**src/rtl/neuron_config_loader.sv**
```systemverilog
// Streams one layer's weights/biases from a synchronous parameter ROM to the neuron array.
// Optional LOADER_CHECKSUM_EN adds a running modulo-2^dataWidth checksum output.
module neuron_config_loader #(
  parameter int dataWidth  = 16,
  parameter int numNeurons = 4,
  parameter int numWeight  = 5,
  parameter int layerNum   = 0,
  parameter int addrWidth  = 8
) (
  input  logic                 clk,
  input  logic                 rst,
  input  logic                 start,
  input  logic                 hold,
  output logic                 mem_rd_en,
  output logic [addrWidth-1:0] mem_addr,
  input  logic [dataWidth-1:0] mem_data,
  output logic                 weightValid,
  output logic [dataWidth-1:0] weightValue,
  output logic                 biasValid,
  output logic [dataWidth-1:0] biasValue,
  output logic [dataWidth-1:0] config_layer_num,
  output logic [dataWidth-1:0] config_neuron_num,
  output logic                 busy,
  output logic                 done
`ifdef LOADER_CHECKSUM_EN
  ,
  output logic [dataWidth-1:0] checksum
`endif
);

  localparam int WIDX_W = (numWeight < 1) ? 1 : $clog2(numWeight + 1);
  localparam logic [addrWidth-1:0] LAST_ADDR = addrWidth'(numNeurons * (numWeight + 1) - 1);
  localparam logic [WIDX_W-1:0]    BIAS_IDX  = WIDX_W'(numWeight);

  typedef enum logic [1:0] {
    IDLE,
    READ,
    DRAIN
  } state_t;

  state_t                 state_q, state_d;
  logic                   start_q;
  logic [addrWidth-1:0]   rd_cnt_q, rd_cnt_d;
  logic [WIDX_W-1:0]      widx_q, widx_d;
  logic [dataWidth-1:0]   nrn_q, nrn_d;
  logic                   issue;
  logic                   accept;
  logic                   done_d;

  // Tag stage: aligned with the cycle the ROM presents mem_data
  logic                   pv_q;
  logic                   pb_q;
  logic [dataWidth-1:0]   pn_q;

  logic                   wv_q, bv_q, done_q;
  logic [dataWidth-1:0]   wval_q, bval_q, cnn_q;

  // Only a rising edge of start launches a load, so a held start loads once
  always_comb begin
    state_d  = state_q;
    rd_cnt_d = rd_cnt_q;
    widx_d   = widx_q;
    nrn_d    = nrn_q;
    issue    = 1'b0;
    accept   = 1'b0;
    done_d   = 1'b0;
    case (state_q)
      IDLE: begin
        rd_cnt_d = '0;
        widx_d   = '0;
        nrn_d    = '0;
        if (start && !start_q) begin
          accept  = 1'b1;
          state_d = READ;
        end
      end
      READ: begin
        if (!hold) begin
          issue = 1'b1;
          if (rd_cnt_q == LAST_ADDR) begin
            state_d = DRAIN;
          end else begin
            rd_cnt_d = rd_cnt_q + 1'b1;
          end
          if (widx_q == BIAS_IDX) begin
            widx_d = '0;
            nrn_d  = nrn_q + 1'b1;
          end else begin
            widx_d = widx_q + 1'b1;
          end
        end
      end
      DRAIN: begin
        if (!pv_q) begin
          done_d  = 1'b1;
          state_d = IDLE;
        end
      end
      default: state_d = IDLE;
    endcase
  end

  always_ff @(posedge clk or negedge rst) begin
    if (!rst) begin
      state_q  <= IDLE;
      start_q  <= 1'b0;
      rd_cnt_q <= '0;
      widx_q   <= '0;
      nrn_q    <= '0;
      done_q   <= 1'b0;
    end else begin
      state_q  <= state_d;
      start_q  <= start;
      rd_cnt_q <= rd_cnt_d;
      widx_q   <= widx_d;
      nrn_q    <= nrn_d;
      done_q   <= done_d;
    end
  end

  always_ff @(posedge clk or negedge rst) begin
    if (!rst) begin
      pv_q <= 1'b0;
      pb_q <= 1'b0;
      pn_q <= '0;
    end else begin
      pv_q <= issue;
      pb_q <= (widx_q == BIAS_IDX);
      pn_q <= nrn_q;
    end
  end

  always_ff @(posedge clk or negedge rst) begin
    if (!rst) begin
      wv_q   <= 1'b0;
      bv_q   <= 1'b0;
      wval_q <= '0;
      bval_q <= '0;
      cnn_q  <= '0;
    end else begin
      wv_q <= pv_q && !pb_q;
      bv_q <= pv_q && pb_q;
      if (pv_q && !pb_q) wval_q <= mem_data;
      if (pv_q && pb_q)  bval_q <= mem_data;
      if (pv_q)          cnn_q  <= pn_q;
    end
  end

`ifdef LOADER_CHECKSUM_EN
  logic [dataWidth-1:0] cks_q;

  // Summed at the tag stage so the total lands with the word's output cycle
  always_ff @(posedge clk or negedge rst) begin
    if (!rst) begin
      cks_q <= '0;
    end else if (accept) begin
      cks_q <= '0;
    end else if (pv_q) begin
      cks_q <= cks_q + mem_data;
    end
  end

  assign checksum = cks_q;
`endif

  assign mem_rd_en         = issue;
  assign mem_addr          = rd_cnt_q;
  assign weightValid       = wv_q;
  assign weightValue       = wval_q;
  assign biasValid         = bv_q;
  assign biasValue         = bval_q;
  assign config_layer_num  = dataWidth'(layerNum);
  assign config_neuron_num = cnn_q;
  assign busy              = (state_q != IDLE);
  assign done              = done_q;

endmodule

```
**config.mk**
```make
export PLATFORM = sky130hd
export DESIGN_NAME = neuron_config_loader
export DESIGN_NICKNAME = d
export VERILOG_FILES = /design/src/rtl/neuron_config_loader.sv
export SDC_FILE = /design/constraint.sdc
export NUM_CORES = 1
export LEC_CHECK = 0
export CORE_MARGIN = 2
export CORE_UTILIZATION = 45
export DETAILED_ROUTE_END_ITERATION = 10
export PLACE_DENSITY_LB_ADDON = 0.12
export SYNTH_ARGS = -nofsm -noshare
export SYNTH_HDL_FRONTEND = slang
export SYNTH_SLANG_ARGS = --single-unit
```
**constraint.sdc**
```tcl
create_clock -name clk -period 1.6 [get_ports clk]
set_clock_uncertainty 0.05 [all_clocks]
set_input_delay 0.4 -clock clk [delete_from_list [all_inputs] [get_ports clk]]
set_output_delay 0.4 -clock clk [all_outputs]
set_load 0.01 [all_outputs]
```
==> metrics.log <==
[metrics] Cell variety after synth: 47
[metrics] # rows: 35
[metrics] number of inserted diodes: 0
[metrics] part of the Yosys area used for sequential elements: 59.4%
[metrics] Root Buffer: sky130_fd_sc_hd__clkbuf_8
[metrics] post-route fraction of the period consumed by the critical path: 105%
[metrics] clock tree from TritonCTS: built
[metrics] leakage power total: 2.71 nW
[metrics] Post-Synthesis Cell Area: 0.00417 mm2
[metrics] FFs w/ async S/R, synth: 100%
[metrics] Worst VDD drop: 0.000679 V
[metrics] final setup fails: 10
[metrics] global-route wire length before repair: 14.5 mm
[metrics] total number of yosys warnings: 0
[metrics] crit path DAT: 1.89 ns
[metrics] worst path setup slack after routing: -0.0863 ns
[metrics] Total Die Area: 0.0100 mm2
[metrics] count of vias placed by the detailed router: 2970
[metrics] total wire length: 8.71 mm
[metrics] final global-route overflow total: 0
[metrics] register bit count reported by yosys: 99
[metrics] routed vias/inst: 5.23
[metrics] setup repair after global routing missed its margin: yes
[metrics] worst hold margin: -0.00888 ns
[metrics] placed wire-length estimate after detailed placement: 5.55 mm
[metrics] total power draw: 6.63 mW
[metrics] worst-path fanout max: 6
[metrics] data required time of the worst path: 1.81 ns
[metrics] number of antenna violations at the first check in global routing: 0
[metrics] RR Startpoint: state_q[1]
[metrics] status: finished, violations left
[metrics] number of cells produced by synthesis: 321
[metrics] violations in the final reports: negative hold slack, negative setup slack
[metrics] clk_lat worst skew: 0.36 ns
[metrics] Worst setup SP type: flip-flop
[metrics] r2r endpoint: nrn_q[15]
[metrics] overall die width: 100 um
[metrics] synthesis-to-finish area growth: 35.9%
[metrics] slack of the worst reg-to-reg path: -0.09 ns
[metrics] maximum operating frequency: 0.593 GHz
[metrics] CTS H-tree lvls: 3
[metrics] antenna viol nets, final: 0
[metrics] clock sink count: 99
[metrics] number of buffers added to fix hold violations after cts: 0
[metrics] Final Hold Viols: 5
[metrics] number of enable flip-flop cells after synthesis: 0
[metrics] Layout Nets: 474
[metrics] total routing usage reported by global routing: 18.3%
[metrics] worst hold path type: input pin to async pin
[metrics] number of global-route vias before repair: 2917
[metrics] Initial Util: 45.8%
[metrics] power density over the cells: 1170 mW/mm2
[metrics] Fillers: 767
[metrics] PortBufs: 80
[metrics] critical path endpoint category: flip-flop
[metrics] class of the most critical setup path: flip-flop to flip-flop
[metrics] fraction of final layout cells with drive strength greater than 1: 32.6%
[metrics] wire length per cell after detailed routing: 15.3 um
[metrics] depth of the most critical reg-to-reg path: 7
[metrics] core outline area: 0.00911 mm2
[metrics] # IOs: 97
[metrics] mean cell area of the mapped netlist: 13.0 um2
[metrics] largest net degree at the start of global routing: 72
[metrics] Pins Over Slew Limit: 0
[metrics] weighted congestion at the end of routability-driven global placement: 0.848
[metrics] Reg clk slew, reported paths: 0.10 ns
[metrics] number of optimization iterations in the first detailed-route pass: 4
[metrics] height of the die: 100 um
[metrics] final critical path time including I/O delays and setup: 1.69 ns
[metrics] number of buffers created by CTS: 9
[metrics] Post-route DRC: 0
[metrics] drt initial violations: 92
[metrics] clock buffer depth: 2
[metrics] number of maximum-capacitance constraint violations: 0
[metrics] Top FF cell, synth: sky130_fd_sc_hd__dfrtp_1
==> metal layers <==
layer / routed length, um / track usage, % / vias up / part of all wire (%)
li1: - / - / 1385 / -
met1: 4030 / 25.3 / 1470 / 46
met2: 4130 / 29.1 / 102 / 47
met3: 384 / 2.99 / 13 / 4.4
met4: 161 / 7.38 / 0 / 1.8
met5: 0 / 0 / - / 0
==> power by group <==
group / total, mW / internal, mW / switching, mW
clock network: 1.50 / 0.622 / 0.881
registers: 3.17 / 2.93 / 0.240
logic: 1.96 / 1.06 / 0.897
==> area by class of cell <==
| type | count | area, um2 | share of cell area, % |
|---|---|---|---|
| Multi-Input combinational cell | 204 | 1690 | 29.8 |
| Tap cell | 111 | 139 | 2.45 |
| Timing Repair Buffer | 133 | 1150 | 20.4 |
| Inverter | 5 | 18.8 | 0.331 |
| Clock inverter | 6 | 47.5 | 0.839 |
| Clock buffer | 10 | 138 | 2.43 |
| Sequential cell | 99 | 2480 | 43.8 |
==> worst max path at each step <==
stage	depth (start not counted)	to	start	slack (ns)
final	7	nrn_q[15]	state_q[1]	-0.09
after detailed placement	4	mem_rd_en	hold	-0.69
after global placement	4	mem_rd_en	hold	-0.68
after floorplan	5	mem_addr[0]	mem_addr[0]	-0.004
after CTS	7	nrn_q[15]	state_q[1]	-0.12
after global routing	7	nrn_q[15]	state_q[1]	-0.17
==> layout by cell type (no fill, tap or decap), types with 3 or more instances in the layout <==
cell                              count
sky130_fd_sc_hd__a2111oi_4            3
sky130_fd_sc_hd__a211oi_2             3
sky130_fd_sc_hd__a21oi_1              8
sky130_fd_sc_hd__and3_1               3
sky130_fd_sc_hd__buf_4               46
sky130_fd_sc_hd__buf_6                9
sky130_fd_sc_hd__clkbuf_8            10
sky130_fd_sc_hd__clkdlybuf4s50_1     17
sky130_fd_sc_hd__clkinvlp_4           3
sky130_fd_sc_hd__conb_1              16
sky130_fd_sc_hd__dfrtp_1             98
sky130_fd_sc_hd__dlygate4sd2_1       58
sky130_fd_sc_hd__inv_1                4
sky130_fd_sc_hd__mux2_2              49
sky130_fd_sc_hd__mux2i_1              4
sky130_fd_sc_hd__nand2_1             24
sky130_fd_sc_hd__nand2b_1             3
sky130_fd_sc_hd__nand3_1              9
sky130_fd_sc_hd__nand4_1              3
sky130_fd_sc_hd__nand4b_1             8
sky130_fd_sc_hd__nor2_1              11
sky130_fd_sc_hd__o21ai_0              9
sky130_fd_sc_hd__xnor2_1              6
==> registers in the layout (all words and copies together) (netlist names) <==
name / flops
pb_q: 1
nrn_q: 16
state_q: 2
biasValue: 16
mem_addr: 8
config_neuron_num: 16
widx_q: 3
pv_q: 1
start_q: 1
pn_q: 16
done: 1
biasValid: 1
weightValue: 16
weightValid: 1
==> metrics by stage <==
| stage | setup TNS, ns | cells | area (um2) | worst slack [ns] | utilization (%) |
|---|---|---|---|---|---|
| floorplan | -0.00392 | 336 | 4230 | -0.00392 | - |
| global placement | -9.05 | 535 | 5270 | -0.675 | 57.8 |
| detailed placement | -9.65 | 535 | 5270 | -0.688 | 57.8 |
| CTS | -0.638 | 564 | 5570 | -0.122 | 61.1 |
| global route | -1.76 | 568 | 5660 | -0.173 | 62.2 |
| finish | -0.518 | 568 | 5660 | -0.0863 | 62.2 |
==> cell usage after synthesis (2+ instances only) <==
cell type / number / area share, %
sky130_fd_sc_hd__mux2_2: 49 / 13
sky130_fd_sc_hd__buf_6: 2 / 0.54
sky130_fd_sc_hd__and3b_1: 2 / 0.42
sky130_fd_sc_hd__a21o_1: 2 / 0.36
sky130_fd_sc_hd__inv_1: 5 / 0.45
sky130_fd_sc_hd__nor3b_1: 2 / 0.36
sky130_fd_sc_hd__mux2i_1: 4 / 0.96
sky130_fd_sc_hd__nor2_1: 15 / 1.4
sky130_fd_sc_hd__and3_1: 3 / 0.45
sky130_fd_sc_hd__a2111oi_4: 2 / 1.3
sky130_fd_sc_hd__buf_4: 16 / 2.9
sky130_fd_sc_hd__nand2b_1: 4 / 0.60
sky130_fd_sc_hd__and4b_1: 2 / 0.48
sky130_fd_sc_hd__clkbuf_1: 5 / 0.45
sky130_fd_sc_hd__ha_1: 2 / 0.60
sky130_fd_sc_hd__nor3_1: 2 / 0.24
sky130_fd_sc_hd__a211oi_1: 4 / 0.72
sky130_fd_sc_hd__and4_1: 2 / 0.42
sky130_fd_sc_hd__nand3b_1: 2 / 0.36
sky130_fd_sc_hd__a22o_1: 2 / 0.42
sky130_fd_sc_hd__nand4_1: 3 / 0.45
sky130_fd_sc_hd__a21oi_1: 10 / 1.2
sky130_fd_sc_hd__nand2_1: 24 / 2.2
sky130_fd_sc_hd__o311ai_0: 2 / 0.42
sky130_fd_sc_hd__xnor2_1: 7 / 1.5
sky130_fd_sc_hd__nand3_1: 9 / 1.1
sky130_fd_sc_hd__buf_2: 5 / 0.60
sky130_fd_sc_hd__dfrtp_1: 99 / 59
sky130_fd_sc_hd__nand4b_1: 8 / 1.7
sky130_fd_sc_hd__o21ai_0: 10 / 1.2
==> cell families after synthesis <==
family / Yosys count / share of synthesized area (%)
compound gates: 41 / 7.51
xor+xnor: 7 / 1.47
fa+ha+maj: 2 / 0.600
buf+inv: 34 / 5.01
flops: 99 / 59.4
mux: 53 / 14.2
other cells: 1 / 0.0900
simple gates: 84 / 11.7
==> repair_timing <==
| item | CTS | global route |
|---|---|---|
| gates cloned | 1 | 0 |
| endpoints found under the setup margin | 77 | 24 |
| resized for setup | 99 | 15 |
| buffers inserted | 12 | 4 |
| pin swaps | 14 | 14 |
==> critical path, cell delays in order (launching register included) <==
cell and delay (ns):
sky130_fd_sc_hd__dfrtp_1 0.41, sky130_fd_sc_hd__buf_6 0.13, sky130_fd_sc_hd__buf_6 0.11, sky130_fd_sc_hd__nand4b_1 0.28, sky130_fd_sc_hd__a21oi_1 0.18, sky130_fd_sc_hd__buf_4 0.18, sky130_fd_sc_hd__nand4_1 0.11, sky130_fd_sc_hd__mux2i_1 0.14
Note: power is estimated with default switching activity, not from simulation.
